$ cat src/rtl/trap_ctrl_pkg.sv
// Shared encodings and constants for the machine-mode trap controller.
package trap_ctrl_pkg;

   localparam int XLEN_DEF = 64;
   localparam int CNT_W_DEF = 32;

   localparam logic [63:0] MCAUSE_IRQ_DEF   = 64'h8000_0000_0000_0007;
   localparam logic [63:0] MCAUSE_ECALL_DEF = 64'd11;

   // Direct-mode mtvec: the low two bits select the mode and are not part of the base.
   localparam logic [63:0] MTVEC_ALIGN_MASK = ~64'h3;

   typedef enum logic [1:0] {
      ST_IDLE     = 2'd0,
      ST_DRAIN    = 2'd1,
      ST_UPDATE   = 2'd2,
      ST_REDIRECT = 2'd3
   } state_e;

   typedef enum logic [1:0] {
      EV_NONE  = 2'd0,
      EV_IRQ   = 2'd1,
      EV_ECALL = 2'd2,
      EV_MRET  = 2'd3
   } evt_e;

endpackage

$ cat src/rtl/trap_ctrl.sv
// Machine-mode trap entry / return sequencer between commit, CSR file, fetch and LSU.
//
// state       | meaning
// ------------+-----------------------------------------------------------
// ST_IDLE     | accepting commits; detects irq/ecall/mret at commit
// ST_DRAIN    | pipeline flushed, waiting for outstanding LSU accesses
// ST_UPDATE   | single cycle: CSR trap-enter or trap-return strobe
// ST_REDIRECT | fetch redirect to captured target, held until accepted
module trap_ctrl
   import trap_ctrl_pkg::*;
#(
   parameter int               XLEN         = XLEN_DEF,
   parameter logic [XLEN-1:0]  MCAUSE_IRQ   = MCAUSE_IRQ_DEF[XLEN-1:0],
   parameter logic [XLEN-1:0]  MCAUSE_ECALL = MCAUSE_ECALL_DEF[XLEN-1:0],
   parameter int               CNT_W        = CNT_W_DEF
) (
   input  logic             clk,
   input  logic             rst,
   input  logic             commit_valid,
   output logic             commit_ready,
   input  logic [XLEN-1:0]  commit_pc,
   input  logic             commit_ecall,
   input  logic             commit_mret,
   input  logic             irq_pending,
   output logic             commit_kill,
   output logic             flush,
   input  logic             mem_busy,
   output logic             csr_trap_enter,
   output logic             csr_trap_ret,
   output logic [XLEN-1:0]  csr_mepc_wdata,
   output logic [XLEN-1:0]  csr_mcause_wdata,
   input  logic [XLEN-1:0]  mtvec_i,
   input  logic [XLEN-1:0]  mepc_i,
   output logic             redirect_valid,
   input  logic             redirect_ready,
   output logic [XLEN-1:0]  redirect_pc,
   output logic             busy,
   output logic [CNT_W-1:0] trap_count
);

   localparam logic [XLEN-1:0] ALIGN_MASK = MTVEC_ALIGN_MASK[XLEN-1:0];

   state_e           state_q, state_d;
   evt_e             evt_q, evt_d;
   evt_e             det_evt;
   logic [XLEN-1:0]  epc_q, epc_d;
   logic [XLEN-1:0]  cause_q, cause_d;
   logic [XLEN-1:0]  target_q, target_d;
   logic [CNT_W-1:0] cnt_q, cnt_d;

   // Event priority at commit; a zero PC cannot be a resumable mepc, so irq waits for a real one.
   always_comb begin
      det_evt = EV_NONE;
      if (commit_valid) begin
         if (irq_pending && (commit_pc != '0)) det_evt = EV_IRQ;
         else if (commit_ecall)                det_evt = EV_ECALL;
         else if (commit_mret)                 det_evt = EV_MRET;
      end
   end

   // Next-state, latch updates and output decode for the trap sequence.
   always_comb begin
      state_d          = state_q;
      evt_d            = evt_q;
      epc_d            = epc_q;
      cause_d          = cause_q;
      target_d         = target_q;
      cnt_d            = cnt_q;
      commit_ready     = 1'b0;
      commit_kill      = 1'b0;
      flush            = 1'b0;
      csr_trap_enter   = 1'b0;
      csr_trap_ret     = 1'b0;
      csr_mepc_wdata   = '0;
      csr_mcause_wdata = '0;
      redirect_valid   = 1'b0;
      redirect_pc      = '0;

      case (state_q)
         ST_IDLE: begin
            commit_ready = 1'b1;
            if (det_evt != EV_NONE) begin
               flush       = 1'b1;
               // mret retires; the interrupted or ecall instruction does not.
               commit_kill = (det_evt != EV_MRET);
               evt_d       = det_evt;
               epc_d       = commit_pc;
               case (det_evt)
                  EV_IRQ:   cause_d = MCAUSE_IRQ;
                  EV_ECALL: cause_d = MCAUSE_ECALL;
                  default:  cause_d = '0;
               endcase
               state_d = ST_DRAIN;
            end
         end
         ST_DRAIN: begin
            flush = 1'b1;
            if (!mem_busy) state_d = ST_UPDATE;
         end
         ST_UPDATE: begin
            flush = 1'b1;
            if (evt_q == EV_MRET) begin
               csr_trap_ret = 1'b1;
               target_d     = mepc_i;
            end else begin
               csr_trap_enter   = 1'b1;
               csr_mepc_wdata   = epc_q;
               csr_mcause_wdata = cause_q;
               target_d         = mtvec_i & ALIGN_MASK;
               cnt_d            = cnt_q + CNT_W'(1);
            end
            state_d = ST_REDIRECT;
         end
         ST_REDIRECT: begin
            redirect_valid = 1'b1;
            redirect_pc    = target_q;
            if (redirect_ready) begin
               state_d = ST_IDLE;
               evt_d   = EV_NONE;
            end
         end
         default: state_d = ST_IDLE;
      endcase
   end

   assign busy       = (state_q != ST_IDLE);
   assign trap_count = cnt_q;

   // State, event latches and trap counter; reset drops any in-flight event.
   always_ff @(posedge clk) begin
      if (rst) begin
         state_q  <= ST_IDLE;
         evt_q    <= EV_NONE;
         epc_q    <= '0;
         cause_q  <= '0;
         target_q <= '0;
         cnt_q    <= '0;
      end else begin
         state_q  <= state_d;
         evt_q    <= evt_d;
         epc_q    <= epc_d;
         cause_q  <= cause_d;
         target_q <= target_d;
         cnt_q    <= cnt_d;
      end
   end

endmodule

$ cat config.mk
export PLATFORM = sky130hd
export DESIGN_NAME = trap_ctrl
export DESIGN_NICKNAME = d
export VERILOG_FILES = /design/src/rtl/trap_ctrl_pkg.sv /design/src/rtl/trap_ctrl.sv
export SDC_FILE = /design/constraint.sdc
export NUM_CORES = 1
export LEC_CHECK = 0
export ABC_AREA = 1
export CAP_MARGIN = 20
export CORE_AREA = 2 2 170 172
export CTS_CLUSTER_SIZE = 24
export DETAILED_ROUTE_END_ITERATION = 8
export DIE_AREA = 0 0 172 174
export DONT_BUFFER_PORTS = 1
export SYNTH_ARGS = -nofsm -noshare
export SYNTH_HDL_FRONTEND = slang
export SYNTH_SLANG_ARGS = --single-unit
$ cat constraint.sdc
create_clock -name clk -period 4.66 [get_ports clk]
set_input_delay 0.932 -clock clk [delete_from_list [all_inputs] [get_ports clk]]
set_output_delay 0.932 -clock clk [all_outputs]
set_load 0.05 [all_outputs]
==> impl_metrics.json <==
{
  "fmax_mhz": 274,
  "grt_pass1_vias": 7160,
  "clkTransAtPathRegs_ps": 80,
  "sw_frac_of_total_pct": 40.0,
  "dp_hpwl_microns": 18100,
  "synth-seq-cells": 167,
  "power_density_mw_per_mm2": 497,
  "hold_violations": 0,
  "final.setup.tns_ps": 0,
  "hold_class": "reg2reg",
  "instances_no_fill": 1689,
  "maxSlewHeadroom_pct": 40.6,
  "cts_tree": "built",
  "internal_power_mw": 2.88,
  "maxCapViolations": 0,
  "pwr-share-seq_pct": 38.9,
  "ant_nets": 0,
  "synth_top_area_share_pct": 39.5,
  "synthToLayoutAreaGrowth_pct": 14.1,
  "seqCellArea_sq_mm": 0.00334,
  "syn_area_sq_mm": 0.00847,
  "ys_warn_count": 0,
  "drc": 0,
  "post_route_cells_drive_above_1_share_pct": 11.3,
  "diodes": 0,
  "grt.total_usage_pct": 16.0,
  "status": "completed",
  "endpoint_kind": "output pin",
  "worstMarginPinSlew_ps": 891,
  "setup_slack_ps": 1010,
  "critPathKind": "in2out",
  "grt-ovfl-total": 0,
  "yosys.area.top_type": "dfxtp_1",
  "p_sw_mw": 1.92,
  "grt_pass1_wl_microns": 37800,
  "multi_input_comb_area_sq_mm": 0.00400,
  "pre_cts_slack_ps": 1030,
  "rows": 62,
  "wl_per_cell_microns": 14.7,
  "clock_latency_ps": 420,
  "vdd_drop_max_v": 0.000162,
  "power.total_mw": 4.81,
  "dieArea_sq_mm": 0.0299,
  "yosysSeqAreaShare_pct": 39.5,
  "period_needed_ps": 3650,
  "nNetsFinal": 1500,
  "gp_congestion": 0.785,
  "cts_setup_buffers": 0,
  "drt_iter0_markers": 393,
  "cts_buffers": 17,
  "clock_tree.buffer_depth": 2,
  "fillCellCount": 3071,
  "port_buffers": 0,
  "die_h_microns": 174,
  "via_per_inst": 4.64,
  "dr_total_vias": 7831,
  "synth_area_leaders": "dfxtp_1 (39%), nand2_1 (15%), inv_1 (7.4%), nor2_1 (6.3%), buf_4 (5.5%)",
  "setup_viol": 0,
  "ios": 431,
  "coreArea_sq_mm": 0.0282,
  "grt_antenna_before_repair": 0,
  "drv_slew": 0,
  "grt_max_degree": 88,
  "root_buffer": "clkbuf_16",
  "cts_resized": 0,
  "pwr-share-clk_pct": 30.6,
  "wl_microns": 24800,
  "start_util_pct": 30.0,
  "crit_path_start_kind": "input pin",
  "fin_skew_ps": 11.3,
  "crit_required_ps": 3730,
  "rsz0062_at_grt": "false",
  "clock-sinks": 167,
  "pwr-share-comb_pct": 30.5,
  "htreeDepth": 4,
  "avgSynthCellArea_sq_um": 6.69,
  "drt-pass1-iter-count": 5,
  "power_leakage_nw": 4.08,
  "crit_arrival_ps": 2720,
  "worstPathMaxFanout": 4,
  "synth_cell_type_count": 36,
  "dp.cells": 1657,
  "period_share_pct": 78.4,
  "syn_inst": 1266,
  "hold_buffers": 0,
  "die-width_microns": 172
}
path summary, 6_finish.rpt:
kind / cells after the start / startpoint / to / slack [ps]
worst max-delay path: 13 / commit_pc[2] / flush / 1010
worst min-delay path: 2 / epc_q[9] / epc_q[9] / 450
worst max register to register: 8 / state_q[1] / epc_q[4] / 1880
worst min register to register: 2 / epc_q[9] / epc_q[9] / 450
metal layers:
| layer | wire length, microns | part of all wire, % | up-vias | global-route usage (%) |
|---|---|---|---|---|
| met4 | 454 | 1.8 | 0 | 5.43 |
| met3 | 1960 | 7.9 | 22 | 4.49 |
| met2 | 12000 | 48 | 321 | 27.5 |
| met5 | 0 | 0 | - | 0 |
| met1 | 10400 | 42 | 3593 | 19.1 |
| li1 | - | - | 3895 | - |
registers in the layout, summed over array words and instances (netlist names):
signal      count
epc_q          64
evt_q           2
state_q         2
trap_count     32
target_q       64
cause_q         3
area by class of cell:
type	count	area share (%)
Clock inverter	14	1.71
Timing Repair Buffer	78	6.32
Inverter	169	6.56
Multi-Input combinational cell	859	41.4
Clock buffer	18	4.44
Sequential cell	167	34.6
Tap cell	384	4.97
critical path: stages:
cell and delay, ps:
nor2_1 90, nand2_1 60, nor2_1 170, nand2_1 120
nor2_1 230, nand2_1 80, nand2_1 90, nand3_1 120
ha_1 230, nor2_2 220, nor2_1 70, nor2_1 90
buf_4 210
cells in the final DEF, fill, tap and decap left out, types with 4 or more instances in the layout:
cell type,n
dfxtp_1,167
buf_4,76
clkbuf_16,17
nand2_1,341
ha_1,7
nand3_1,16
a31oi_1,63
conb_1,59
o21ai_0,76
inv_1,163
xor2_1,6
nand3b_1,4
nand2_2,5
nor2_1,139
a21oi_1,87
nor2_4,6
inv_2,6
nor3_1,15
nand4_1,5
inv_6,4
nor2_2,4
nor3_2,5
power by group through the flow:
stage               Combinational, mW  Clock, mW  Sequential [mW]
global placement                 1.46          0             1.90
global route                     1.62       1.58             1.90
detailed placement               1.48          0             1.90
finish                           1.47       1.47             1.87
floorplan                        1.22          0             1.87
CTS                              1.48       1.52             1.87
through the flow:
step / utilization [%] / hold WS (ps) / cell area [sq um]
after floorplan: - / 429 / 8690
after global placement: 32.0 / 440 / 9050
after detailed placement: 32.1 / 443 / 9070
after CTS: 34.2 / 455 / 9660
after global routing: 34.2 / 469 / 9660
final: 34.2 / 451 / 9660
kinds of logic (layout without fill, tap and decap cells):
family	count (synthesis)	count (layout)	synth area share [%]
flip-flops	167	167	39.5
buffers and inverters	298	279	16.0
AO/OA/AOI/OAI	235	235	15.1
AND/OR/NAND/NOR	550	550	27.5
other	1	59	0.0443
XOR/XNOR	7	7	0.724
adder cells (fa/ha/maj)	8	8	1.18
cell usage after synthesis (all sizes together):
library cell,number
nor3b,3
nor3,22
nand4,5
xor2,6
clkbuf,53
conb,1
o21ai,79
a211oi,2
o21a,1
ha,8
nand2,346
a31oi,63
nand3b,4
xnor2,1
a21oi,89
nand3,20
inv,169
dfxtp,167
a22oi,1
buf,76
nor2,150
(Power assumes the default switching activity.)
